### src/rtl/i2s_tx_param.sv
// Stereo I2S / left-justified serial transmitter with a one-deep sample buffer.
// Generates the bit clock, word select and MSB-first data from input_clk; the buffer is loaded at each frame boundary.
module i2s_tx_param #(
  parameter int DATA_W    = 16,
  parameter int SLOT_W    = 32,
  parameter int MCLK_DIV  = 4,
  parameter int FORMAT_LJ = 0
) (
  input  logic                     input_clk,
  input  logic                     reset,
  input  logic signed [DATA_W-1:0] sample_l,
  input  logic signed [DATA_W-1:0] sample_r,
  input  logic                     sample_valid,
  output logic                     sample_ready,
  input  logic                     mono_en,
  input  logic                     mute,
  input  logic                     underflow_clr,
  output logic                     dac_mclk,
  output logic                     serial_clk,
  output logic                     word_select,
  output logic                     sound_bit_out,
  output logic                     frame_start,
  output logic                     underflow
);

  localparam int FRAME_W = 2 * SLOT_W;
  localparam int BIT_W   = $clog2(FRAME_W);
  localparam int DIV_W   = $clog2(MCLK_DIV);

  localparam logic [DIV_W-1:0] DIV_LAST  = DIV_W'(MCLK_DIV - 1);
  localparam logic [DIV_W-1:0] DIV_RISE  = DIV_W'(MCLK_DIV / 2 - 1);
  localparam logic [BIT_W-1:0] BIT_LAST  = BIT_W'(FRAME_W - 1);
  localparam logic [BIT_W-1:0] SLOT_LO   = BIT_W'(SLOT_W);
  localparam logic [BIT_W-1:0] WS_I2S_LO = BIT_W'(SLOT_W - 1);
  localparam logic [BIT_W-1:0] WS_I2S_HI = BIT_W'(FRAME_W - 2);

  logic [DIV_W-1:0]         div_cnt;
  logic [DIV_W-1:0]         div_nxt;
  logic [BIT_W-1:0]         bit_cnt;
  logic [BIT_W-1:0]         bit_nxt;
  logic                     fall;
  logic                     boundary;
  logic                     hold_full;
  logic                     accept;
  logic signed [DATA_W-1:0] hold_l;
  logic signed [DATA_W-1:0] hold_r;
  logic signed [DATA_W-1:0] act_l;
  logic signed [DATA_W-1:0] act_r;
  logic signed [DATA_W-1:0] load_l;
  logic signed [DATA_W-1:0] load_r;
  logic signed [DATA_W-1:0] frame_l;
  logic signed [DATA_W-1:0] frame_r;

  // Serial bit for frame position pos; positions at or beyond DATA_W in a slot shift out to the zero pad.
  function automatic logic slot_bit(input logic [BIT_W-1:0] pos,
                                    input logic signed [DATA_W-1:0] left,
                                    input logic signed [DATA_W-1:0] right);
    logic [DATA_W-1:0] word;
    int                k;
    if (pos >= SLOT_LO) begin
      word = right;
      k    = int'(pos) - SLOT_W;
    end else begin
      word = left;
      k    = int'(pos);
    end
    word = word << k;
    return word[DATA_W-1];
  endfunction

  // I2S raises word_select one bit before the right slot and drops it one bit before the left slot.
  function automatic logic ws_for(input logic [BIT_W-1:0] pos);
    if (FORMAT_LJ != 0) return pos >= SLOT_LO;
    return (pos >= WS_I2S_LO) && (pos <= WS_I2S_HI);
  endfunction

  assign dac_mclk     = input_clk;
  assign fall         = (div_cnt == DIV_LAST);
  assign boundary     = fall && (bit_cnt == BIT_LAST);
  assign div_nxt      = fall ? '0 : div_cnt + 1'b1;
  assign bit_nxt      = (bit_cnt == BIT_LAST) ? '0 : bit_cnt + 1'b1;
  assign sample_ready = !hold_full;
  assign accept       = sample_valid && !hold_full;

  always_comb begin
    load_l = '0;
    load_r = '0;
    if (hold_full && !mute) begin
      load_l = hold_l;
      load_r = mono_en ? hold_l : hold_r;
    end
    frame_l = boundary ? load_l : act_l;
    frame_r = boundary ? load_r : act_r;
  end

  // Bit-clock timing: data, word_select and bit position all move on the falling bit-clock edge.
  always_ff @(posedge input_clk or negedge reset) begin
    if (!reset) begin
      div_cnt       <= '0;
      bit_cnt       <= BIT_LAST;
      serial_clk    <= 1'b0;
      word_select   <= 1'b0;
      sound_bit_out <= 1'b0;
      frame_start   <= 1'b0;
    end else begin
      div_cnt     <= div_nxt;
      frame_start <= (div_nxt == DIV_LAST) && (bit_cnt == BIT_LAST);
      if (div_cnt == DIV_RISE) begin
        serial_clk <= 1'b1;
      end else if (fall) begin
        serial_clk <= 1'b0;
      end
      if (fall) begin
        bit_cnt       <= bit_nxt;
        word_select   <= ws_for(bit_nxt);
        sound_bit_out <= slot_bit(bit_nxt, frame_l, frame_r);
      end
    end
  end

  // Buffer control: set of underflow wins over a simultaneous clear.
  always_ff @(posedge input_clk or negedge reset) begin
    if (!reset) begin
      hold_full <= 1'b0;
      act_l     <= '0;
      act_r     <= '0;
      underflow <= 1'b0;
    end else begin
      if (boundary) begin
        act_l <= load_l;
        act_r <= load_r;
      end
      if (boundary && hold_full) begin
        hold_full <= 1'b0;
      end else if (accept) begin
        hold_full <= 1'b1;
      end
      if (boundary && !hold_full) begin
        underflow <= 1'b1;
      end else if (underflow_clr) begin
        underflow <= 1'b0;
      end
    end
  end

  always_ff @(posedge input_clk) begin
    if (accept) begin
      hold_l <= sample_l;
      hold_r <= sample_r;
    end
  end

endmodule
### config.mk
export PLATFORM = sky130hd
export DESIGN_NAME = i2s_tx_param
export DESIGN_NICKNAME = d
export VERILOG_FILES = /design/src/rtl/i2s_tx_param.sv
export SDC_FILE = /design/constraint.sdc
export NUM_CORES = 1
export LEC_CHECK = 0
export ABC_AREA = 0
export BUFFER_PORTS_ARGS = -buffer_cell sky130_fd_sc_hd__buf_4
export CORE_AREA = 2 2 93 95
export CTS_CLUSTER_DIAMETER = 200
export CTS_CLUSTER_SIZE = 28
export DETAILED_ROUTE_END_ITERATION = 6
export DIE_AREA = 0 0 95 97
export SLEW_MARGIN = 20
export SYNTH_ARGS = -nofsm -noshare
export SYNTH_HDL_FRONTEND = slang
export SYNTH_SLANG_ARGS = --single-unit
### constraint.sdc
create_clock -name input_clk -period 6.9 [get_ports input_clk]
set_input_delay 1.38 -clock input_clk [delete_from_list [all_inputs] [get_ports input_clk]]
set_output_delay 1.38 -clock input_clk [all_outputs]
set_load 0.02 [all_outputs]
# --- Word level (Yosys, flattened, before mapping) ---
# Cells that the tools add are included.
word_totals:
  register_bits: 78
  latch_bits: 0
  mem_bits_rw: 0
  romBits: 0
  input_bits: 38
  out_inout_bits: 7
  n_memories: 0
op_classes:
  add_sub_neg: 3
  multipliers: 0
  div: 0
  n_lt_le_gt_ge: 3
  n_eq_ne: 4
  shift: 1
  n_mux: 17
  bitwise: 0
  reduce_logical: 12
op_table:
  columns: ["op", "n"]
  rows:
  - ["16-bit two-way mux", 7]
  - ["32-bit two-way mux", 2]
  - ["16-bit by 32-bit << shifter with 16-bit output", 1]
  - ["1-bit logical AND", 7]
  - ["6-bit by 6-bit subtractor with 7-bit output, second input constant", 1]
  - ["6-bit by 1-bit adder with 6-bit output, second input constant", 1]
  - ["6-bit equality test, second input constant", 1]
  - ["6-bit by 5-bit greater-or-equal comparator with 1-bit output, second input constant", 1]
  - ["6-bit greater-or-equal comparator, second input constant", 1]
  - ["6-bit less-or-equal comparator, second input constant", 1]
  - ["1-bit two-way mux", 6]
  - ["6-bit two-way mux", 1]
  - ["2-bit nonzero test", 3]
  - ["2-bit equality test, second input constant", 2]
  - ["2-bit by 1-bit adder with 2-bit output, second input constant", 1]
  - ["2-bit by 1-bit equality test with 1-bit output, second input constant", 1]
  - ["1-bit zero test", 2]
  - ["2-bit two-way mux", 1]

# --- Logic depth before layout (Yosys ltp) ---
# Gate-level depths: netlist of the first run.
logic_depth:
  depth_word: 7
  ltp_mapped: 12
  ltp_nobuf: 8

==> results.sh, run 1 <==
export IMPL_overflow=0
export IMPL_routedWlPerCell_um=17.2
export IMPL_holdBufCountCts=0
export IMPL_yosysSeqAreaShare_pct=58.6
export IMPL_stdcell_area_um2=4250
export IMPL_grtUsageTotal_pct=19.0
export IMPL_arrival_ps=3830
export IMPL_path_max_fanout=2
export IMPL_grt_pass1_vias=2546
export IMPL_antenna_left=0
export IMPL_vias=2514
export IMPL_path_class="clock port to primary output"
export IMPL_final_layout_size_suffix_gt1_share_pct=24.2
export IMPL_layout_common_cells="46 x buf_4, 40 x dfrtp_1, 32 x edfxtp_1"
export IMPL_ioPinCount=45
export IMPL_synth_ff_type="dfrtp_1"
export IMPL_synthCells=309
export IMPL_synth_area_per_cell_um2=11.7
export IMPL_holdWs_ps=466
export IMPL_post_cts_buffers=0
export IMPL_clkTransAtPathRegs_ps=70
export IMPL_setup_viol=0
export IMPL_finalNetCount=386
export IMPL_synth_cell_types=50
export IMPL_drt_initial_drc_count=186
export IMPL_met1Wirelength_um=3590
export IMPL_grt_max_degree=47
export IMPL_antenna_found_initial=0
export IMPL_syn2layout_area_growth_pct=17.4
export IMPL_final_common_cell="buf_4"
export IMPL_die_h_um=97
export IMPL_worst_pin_slew_ps=851
export IMPL_tns_ps=0
export IMPL_max_vdd_ir_drop_mv=0.160
export IMPL_leakage_nw=1.70
export IMPL_top_layer_used="met4"
export IMPL_core_region_area_um2=8130
export IMPL_clk_latency_ps=450
export IMPL_yosys_area_top_type="dfrtp_1"
export IMPL_cp_end_kind="primary output"
export IMPL_min_path_type="flop to flop"
export IMPL_worstPathRequired_ps=5520
export IMPL_viasPerCell=5.56
export IMPL_drv_slew=0
export IMPL_stdcell_count=452
export IMPL_num_rows=33
export IMPL_grt_pass1_wl_um=13100
export IMPL_ys_ff_latch=78
export IMPL_dieWidth_um=95
export IMPL_cts_tree="built"
export IMPL_ys_async_sr_fraction_pct=59.0
export IMPL_yosys_top_cells_area="dfrtp_1 28%, edfxtp_1 27%, mux2i_1 4.4%"
export IMPL_dp_hpwl_um=4980
export IMPL_syn_nets=353
export IMPL_status="finished clean"
export IMPL_dr_pass1_iters=4
export IMPL_drc_errors=0
export IMPL_dieArea_um2=9220
export IMPL_wl_met2_um=3600
export IMPL_fin_util_pct=52.2
export IMPL_slew_headroom_pct=43.1
export IMPL_p_per_area_nw_per_um2=235
export IMPL_wl_met3_um=381
export IMPL_drv_cap=0
export IMPL_skew_ps=9.64
export IMPL_startpoint_type="clock port"
export IMPL_initial_utilization_pct=44.5
export IMPL_wl_um=7750
export IMPL_synth_edff_count=32
export IMPL_fillCellCount=691
export IMPL_place_area_um2=3970
export IMPL_finalHoldViolCount=0
export IMPL_netlist_area_leader_share_pct=27.7
export IMPL_cts_resized=0
export IMPL_dp_cells=433
export IMPL_antennaDiodeCount=0
export IMPL_portBuffers=44
export IMPL_grt_setup_unrepaired="no"
export IMPL_netlist_area_um2=3620
export IMPL_yosysWarningCount=0
export IMPL_gp_congestion=0.919
[sequential cells by signal, indices dropped and copies added, names as in the netlist]
name	count
act_r	16
hold_full	1
div_cnt	2
bit_cnt	6
word_select	1
frame_start	1
sound_bit_out	1
hold_r	16
underflow	1
serial_clk	1
act_l	16
hold_l	16
[Yosys cell counts (3+ instances only)]
cell      number
nor2b_1        6
nand2_1       29
nor3_1         4
xnor2_1        5
ha_1           6
mux2i_1       16
a21oi_1        4
buf_1          4
or2_2          3
nand3_1        5
inv_1          9
edfxtp_1      32
dfstp_2        6
o22ai_1        3
and3_1         3
nor4_1         4
clkbuf_1      12
dfrtp_1       40
mux2_2         4
o211ai_1       6
o311ai_0       3
a21o_1         6
and2_1         3
mux2_1         4
o21ai_0       19
nand4_1       21
a31oi_1        3
buf_2          7
nor2_1         9
o31ai_1        8
[cells by family (layout without fill, tap and decap cells)]
group | Yosys count | after routing | share of synthesized area [%]
AND/OR/NAND/NOR | 96 | 96 | 14.1
flip-flops | 78 | 78 | 58.6
AO/OA/AOI/OAI | 63 | 63 | 11.9
buffers and inverters | 36 | 74 | 4.60
multiplexers | 25 | 25 | 7.54
adder cells (fa/ha/maj) | 6 | 6 | 2.07
XOR/XNOR | 5 | 5 | 1.21
[layer usage]
| metal | vias up | GRT usage, % |
|---|---|---|
| met2 | 80 | 26.4 |
| met5 | - | 0 |
| met3 | 16 | 4.05 |
| li1 | 1207 | - |
| met4 | 0 | 11.9 |
| met1 | 1211 | 26.6 |
[critical path, cell delays in order]
cell      delay, ps
clkbuf_8        110
clkbuf_8        120
buf_4           150
[report_power, final]
part           switching [mW]  total (mW)  internal, mW
Combinational          0.0233      0.0431        0.0198
Sequential            0.00338       0.495         0.492
Clock                   0.181       0.460         0.278
[cell type report]
type	instances	area (um^2)	share of cell area, %
Sequential cell	78	2120	49.9
Clock buffer	19	259	6.10
Clock inverter	1	30.0	0.707
Timing Repair Buffer	45	338	7.96
Tap cell	105	131	3.09
Inverter	9	33.8	0.796
Multi-Input combinational cell	195	1340	31.4
[stage by stage]
stage	setup slack (ps)	total power, mW
after floorplan	1940	0.538
after global placement	1940	0.565
after detailed placement	1940	0.565
after CTS	1680	1.01
after global routing	1680	1.04
final	1690	0.998
[path summary, 6_finish.rpt]
path                                             start                   endpoint  slack [ps]  depth (start not counted)
worst min-delay path               act_l[11]$_DFF_PN0_        act_l[11]$_DFF_PN0_         470                          2
worst max register to register  bit_cnt[0]$_DFFE_PN1P_  sound_bit_out$_DFFE_PN0P_        3230                          8
worst max-delay path                         input_clk                   dac_mclk        1690                          3
min in group asynchronous                        reset         act_l[7]$_DFF_PN0_         930                          1
worst min register to register     act_l[11]$_DFF_PN0_        act_l[11]$_DFF_PN0_         470                          2
max in group asynchronous                        reset        act_l[11]$_DFF_PN0_        5560                          1
(Power assumes the default switching activity.)
==> inputs of run 2 (changes only) <==
Clock period 6.9 ns to 4.85 ns, I/O delays scaled along.
==> results.sh, run 2 (synthesis gave the netlist of run 1 again) <==
export IMPL_post_cts_buffers=0
export IMPL_power_frac_clock_pct=44.5
export IMPL_worstReg2RegStart="bit_cnt[0]$_DFFE_PN1P_"
export IMPL_routedWlPerCell_um=16.6
export IMPL_finalNetCount=385
export IMPL_antenna_left=0
export IMPL_antenna_found_initial=0
export IMPL_crit_buf_inv=3
export IMPL_overflow=0
export IMPL_drt_initial_drc_count=188
export IMPL_cp_end_kind="primary output"
export IMPL_path_depth=3
export IMPL_combPwrFrac_pct=4.4
export IMPL_arrival_ps=2790
export IMPL_skew_ps=10.1
export IMPL_dieArea_um2=9220
export IMPL_p_seq_share_pct=51.1
export IMPL_cts_tree="built"
export IMPL_path_class="clock port to primary output"
export IMPL_path_delay_family="buffers and inverters"
export IMPL_max_freq_ghz=0.269
export IMPL_startpoint_type="clock port"
export IMPL_worst_pin_slew_ps=827
export IMPL_drv_slew=0
export IMPL_stdcell_area_um2=4210
export IMPL_max_vdd_ir_drop_mv=0.233
export IMPL_holdWs_ps=474
export IMPL_cp_startpoint="input_clk"
export IMPL_status="finished clean"
export IMPL_vias=2513
export IMPL_multi_input_area_um2=1340
export IMPL_slew_headroom_pct=44.7
export IMPL_layout_common_cells="45 x buf_4, 40 x dfrtp_1, 32 x edfxtp_1"
export IMPL_leakage_nw=1.68
export IMPL_ioPinCount=45
export IMPL_setup_viol=0
export IMPL_hold_depth=1
export IMPL_drc_errors=0
export IMPL_grtUsageTotal_pct=17.5
export IMPL_drv_cap=0
export IMPL_fillCellCount=700
export IMPL_viasPerCell=5.57
export IMPL_grt_pass1_wl_um=12100
export IMPL_p_switching_uw=299
export IMPL_syn2layout_area_growth_pct=16.5
export IMPL_cp_slowest_cell="buf_4"
export IMPL_path_common_cell="clkbuf_8"
export IMPL_clk_latency_ps=460
export IMPL_crit_chain="clkbuf_8 > clkbuf_8 > buf_4"
export IMPL_gp_congestion=0.908
export IMPL_path_max_fanout=2
export IMPL_dr_pass1_iters=4
export IMPL_worstPathRequired_ps=3880
export IMPL_final_layout_size_suffix_gt1_share_pct=24.6
export IMPL_cts_resized=0
export IMPL_min_path_type="flop to flop"
export IMPL_fin_crit_sh_pct=77.6
export IMPL_clkTransAtPathRegs_ps=80
export IMPL_die_h_um=97
export IMPL_antennaDiodeCount=0
export IMPL_dieWidth_um=95
export IMPL_initial_utilization_pct=44.5
export IMPL_p_int_mw=1.08
export IMPL_final_common_cell="buf_4"
export IMPL_swShare_pct=21.7
export IMPL_hold_path_startpoint="act_r[7]$_DFF_PN0_"
export IMPL_core_region_area_um2=8130
export IMPL_dp_hpwl_um=4850
export IMPL_holdBufCountCts=0
export IMPL_grt_max_degree=47
export IMPL_grt_pass1_vias=2444
export IMPL_p_per_area_nw_per_um2=327
export IMPL_seq_area_um2=2120
export IMPL_tns_ps=0
export IMPL_place_area_um2=3960
export IMPL_portBuffers=44
export IMPL_fin_crit_ps=3760
export IMPL_num_rows=33
export IMPL_rr_worst_depth=8
export IMPL_slowest_delay_ps=140
export IMPL_finalHoldViolCount=0
export IMPL_wl_um=7490
export IMPL_grt_setup_unrepaired="no"
-- run 2: cell count changes in the layout (fill, tap and decap cells not counted), sizes merged --
cell | previous run | this run
buf | 46 | 45
bufinv | 1 | 2
clkbuf | 18 | 13
clkinv | 0 | 2
clkinvlp | 0 | 1
inv | 9 | 10
-- run 2: area by class of cell --
class                      count  area share [%]
timing repair buffer          44            7.84
multi-input combinational    195            31.7
clock inverter                 6            2.02
tap                          105            3.12
inverter                       9           0.802
clock buffer                  14            4.19
sequential                    78            50.3
-- run 2: path summary, 6_finish.rpt --
path | endpoint | slack, ps
max | dac_mclk | 1090
min | act_r[7]$_DFF_PN0_ | 470
max reg2reg | sound_bit_out$_DFFE_PN0P_ | 1130
min reg2reg | act_r[7]$_DFF_PN0_ | 470
max in group asynchronous | act_l[11]$_DFF_PN0_ | 3930
min in group asynchronous | act_l[5]$_DFF_PN0_ | 520
-- run 2: worst reg2reg max path: cells and delay by family, from the launching register on --
kind	cells	cell delay, ps
muxes	3	1210
and+or+nand+nor	3	1380
DFF	1	610
AOI/OAI and AO/OA	1	90
adders and majority gates	1	320
-- run 2: stage by stage --
stage	worst slack [ps]	cells	utilization, %	power, mW
6_report	1090	451	51.8	1.38
3_5_place_dp	1130	432	48.7	0.803
4_1_cts	1080	451	51.8	1.39
5_1_grt	886	451	51.8	1.43
2_1_floorplan	1320	309	-	0.765
3_3_place_gp	1270	432	48.7	0.802
-- run 2: power by group through the flow --
stage               registers (mW)  clock network [mW]  logic, mW
floorplan                    0.717              0.0241     0.0239
detailed placement           0.718              0.0241     0.0611
global route                 0.705               0.653     0.0669
global placement             0.718              0.0241     0.0601
finish                       0.704               0.614     0.0602
CTS                          0.704               0.625     0.0612
-- run 2: layer usage --
| metal | vias to the layer above | global-route usage [%] | routed length, um |
|---|---|---|---|
| met3 | 13 | 3.97 | 343 |
| met1 | 1215 | 24.9 | 3480 |
| met2 | 75 | 24.3 | 3510 |
| li1 | 1210 | - | - |
| met4 | 0 | 10.0 | 158 |
| met5 | - | 0 | 0 |
==> inputs of run 3 (changes only) <==
Settings changed: PLACE_DENSITY from default to 0.66.
Clock period 4.85 ns to 3.4 ns, I/O delays scaled along.
==> results.sh, run 3 (synthesis gave the netlist of run 1 again) <==
export IMPL_max_freq_ghz=0.340
export IMPL_ioPinCount=45
export IMPL_final_layout_size_suffix_gt1_share_pct=26.5
export IMPL_vias=2486
export IMPL_grt_setup_unrepaired="no"
export IMPL_finalNetCount=394
export IMPL_slowest_delay_ps=610
export IMPL_grt_pass1_wl_um=12600
export IMPL_grt_max_degree=47
export IMPL_layout_common_cells="54 x buf_4, 40 x dfrtp_1, 32 x edfxtp_1"
export IMPL_syn2layout_area_growth_pct=17.6
export IMPL_crit_buf_inv=1
export IMPL_cp_end_kind="flop"
export IMPL_finalHoldViolCount=0
export IMPL_path_delay_family="compound AO/OA/AOI/OAI gates"
export IMPL_portBuffers=44
export IMPL_cts_resized=0
export IMPL_leakage_nw=1.71
export IMPL_r2r_slack_ps=460
export IMPL_slew_headroom_pct=60.8
export IMPL_overflow=0
export IMPL_viasPerCell=5.40
export IMPL_num_rows=33
export IMPL_dieWidth_um=95
export IMPL_skew_ps=6.08
export IMPL_path_max_fanout=14
export IMPL_cts_tree="built"
export IMPL_max_vdd_ir_drop_mv=0.363
export IMPL_antenna_found_initial=0
export IMPL_rr_worst_depth=9
export IMPL_worst_pin_slew_ps=589
export IMPL_dieArea_um2=9220
export IMPL_core_region_area_um2=8130
export IMPL_drt_initial_drc_count=131
export IMPL_startpoint_type="flop"
export IMPL_antennaDiodeCount=0
export IMPL_routedWlPerCell_um=15.9
export IMPL_dp_cells=441
export IMPL_drv_cap=0
export IMPL_initial_utilization_pct=44.5
export IMPL_p_per_area_nw_per_um2=444
export IMPL_status="finished clean"
export IMPL_final_common_cell="buf_4"
export IMPL_clk_latency_ps=460
export IMPL_gp_congestion=0.880
export IMPL_fin_crit_sh_pct=86.6
export IMPL_path_class="flop to flop"
export IMPL_dr_pass1_iters=4
export IMPL_drc_errors=0
export IMPL_antenna_left=0
export IMPL_wl_um=7310
export IMPL_tns_ps=0
export IMPL_cp_slowest_cell="dfstp_2"
export IMPL_drv_slew=0
export IMPL_worstPathRequired_ps=3740
export IMPL_clkTransAtPathRegs_ps=80
export IMPL_crit_chain="ha_1 > and3_1 > buf_4 > a31oi_2 > nor2b_1 > o311ai_0 > nand4_1 > o22ai_1 > o41ai_1"
export IMPL_grtUsageTotal_pct=18.1
export IMPL_setup_viol=0
export IMPL_dp_hpwl_um=5010
export IMPL_grt_pass1_vias=2566
export IMPL_fin_crit_ps=2940
export IMPL_r2r_end="sound_bit_out$_DFFE_PN0P_"
export IMPL_stdcell_count=460
export IMPL_min_path_type="input pin to asynchronous set/reset pin"
export IMPL_die_h_um=97
export IMPL_post_cts_buffers=0
export IMPL_worstReg2RegStart="bit_cnt[0]$_DFFE_PN1P_"
export IMPL_holdBufCountCts=0
export IMPL_fillCellCount=695
export IMPL_arrival_ps=3290
## run 3: worst max-delay path by stage
stage | startpoint | slack, ps | end | depth (start not counted)
3_5_place_dp | bit_cnt[0]$_DFFE_PN1P_ | 450 | sound_bit_out$_DFFE_PN0P_ | 8
4_1_cts | bit_cnt[0]$_DFFE_PN1P_ | 450 | sound_bit_out$_DFFE_PN0P_ | 8
5_1_grt | bit_cnt[0]$_DFFE_PN1P_ | 220 | sound_bit_out$_DFFE_PN0P_ | 9
2_1_floorplan | bit_cnt[0]$_DFFE_PN1P_ | 750 | sound_bit_out$_DFFE_PN0P_ | 10
6_report | bit_cnt[0]$_DFFE_PN1P_ | 460 | sound_bit_out$_DFFE_PN0P_ | 9
3_3_place_gp | bit_cnt[0]$_DFFE_PN1P_ | 570 | sound_bit_out$_DFFE_PN0P_ | 8
## run 3: final cells by class
| type | instances | area [um^2] | share of cell area, % |
|---|---|---|---|
| multi-input cells | 195 | 1340 | 31.4 |
| clock buffers | 14 | 176 | 4.15 |
| inverters | 9 | 33.8 | 0.794 |
| flip-flops and latches | 78 | 2120 | 49.8 |
| clock inverters | 6 | 61.3 | 1.44 |
| repair buffers | 53 | 398 | 9.35 |
| well taps | 105 | 131 | 3.09 |
## run 3: stage by stage
stage	hold slack [ps]	utilization, %	worst slack (ps)	total power, mW	area (um^2)
2_1_floorplan	384	-	745	1.09	3620
3_3_place_gp	453	49.5	569	1.15	4030
3_5_place_dp	455	49.5	449	1.15	4030
4_1_cts	239	52.3	450	1.91	4260
5_1_grt	265	52.3	216	1.97	4260
6_report	224	52.3	457	1.89	4260
## run 3: routing by layer
layer	vias up	track usage [%]	routed length [um]
met3	15	4.83	348
met4	0	9.36	192
met5	-	0	0
met1	1180	25.3	3290
met2	64	25.6	3490
li1	1227	-	-
## run 3: power by group
group,switching [mW],internal [mW]
Combinational,0.0470,0.0416
Sequential,0.00577,0.998
Clock,0.368,0.427
Total,0.421,1.47
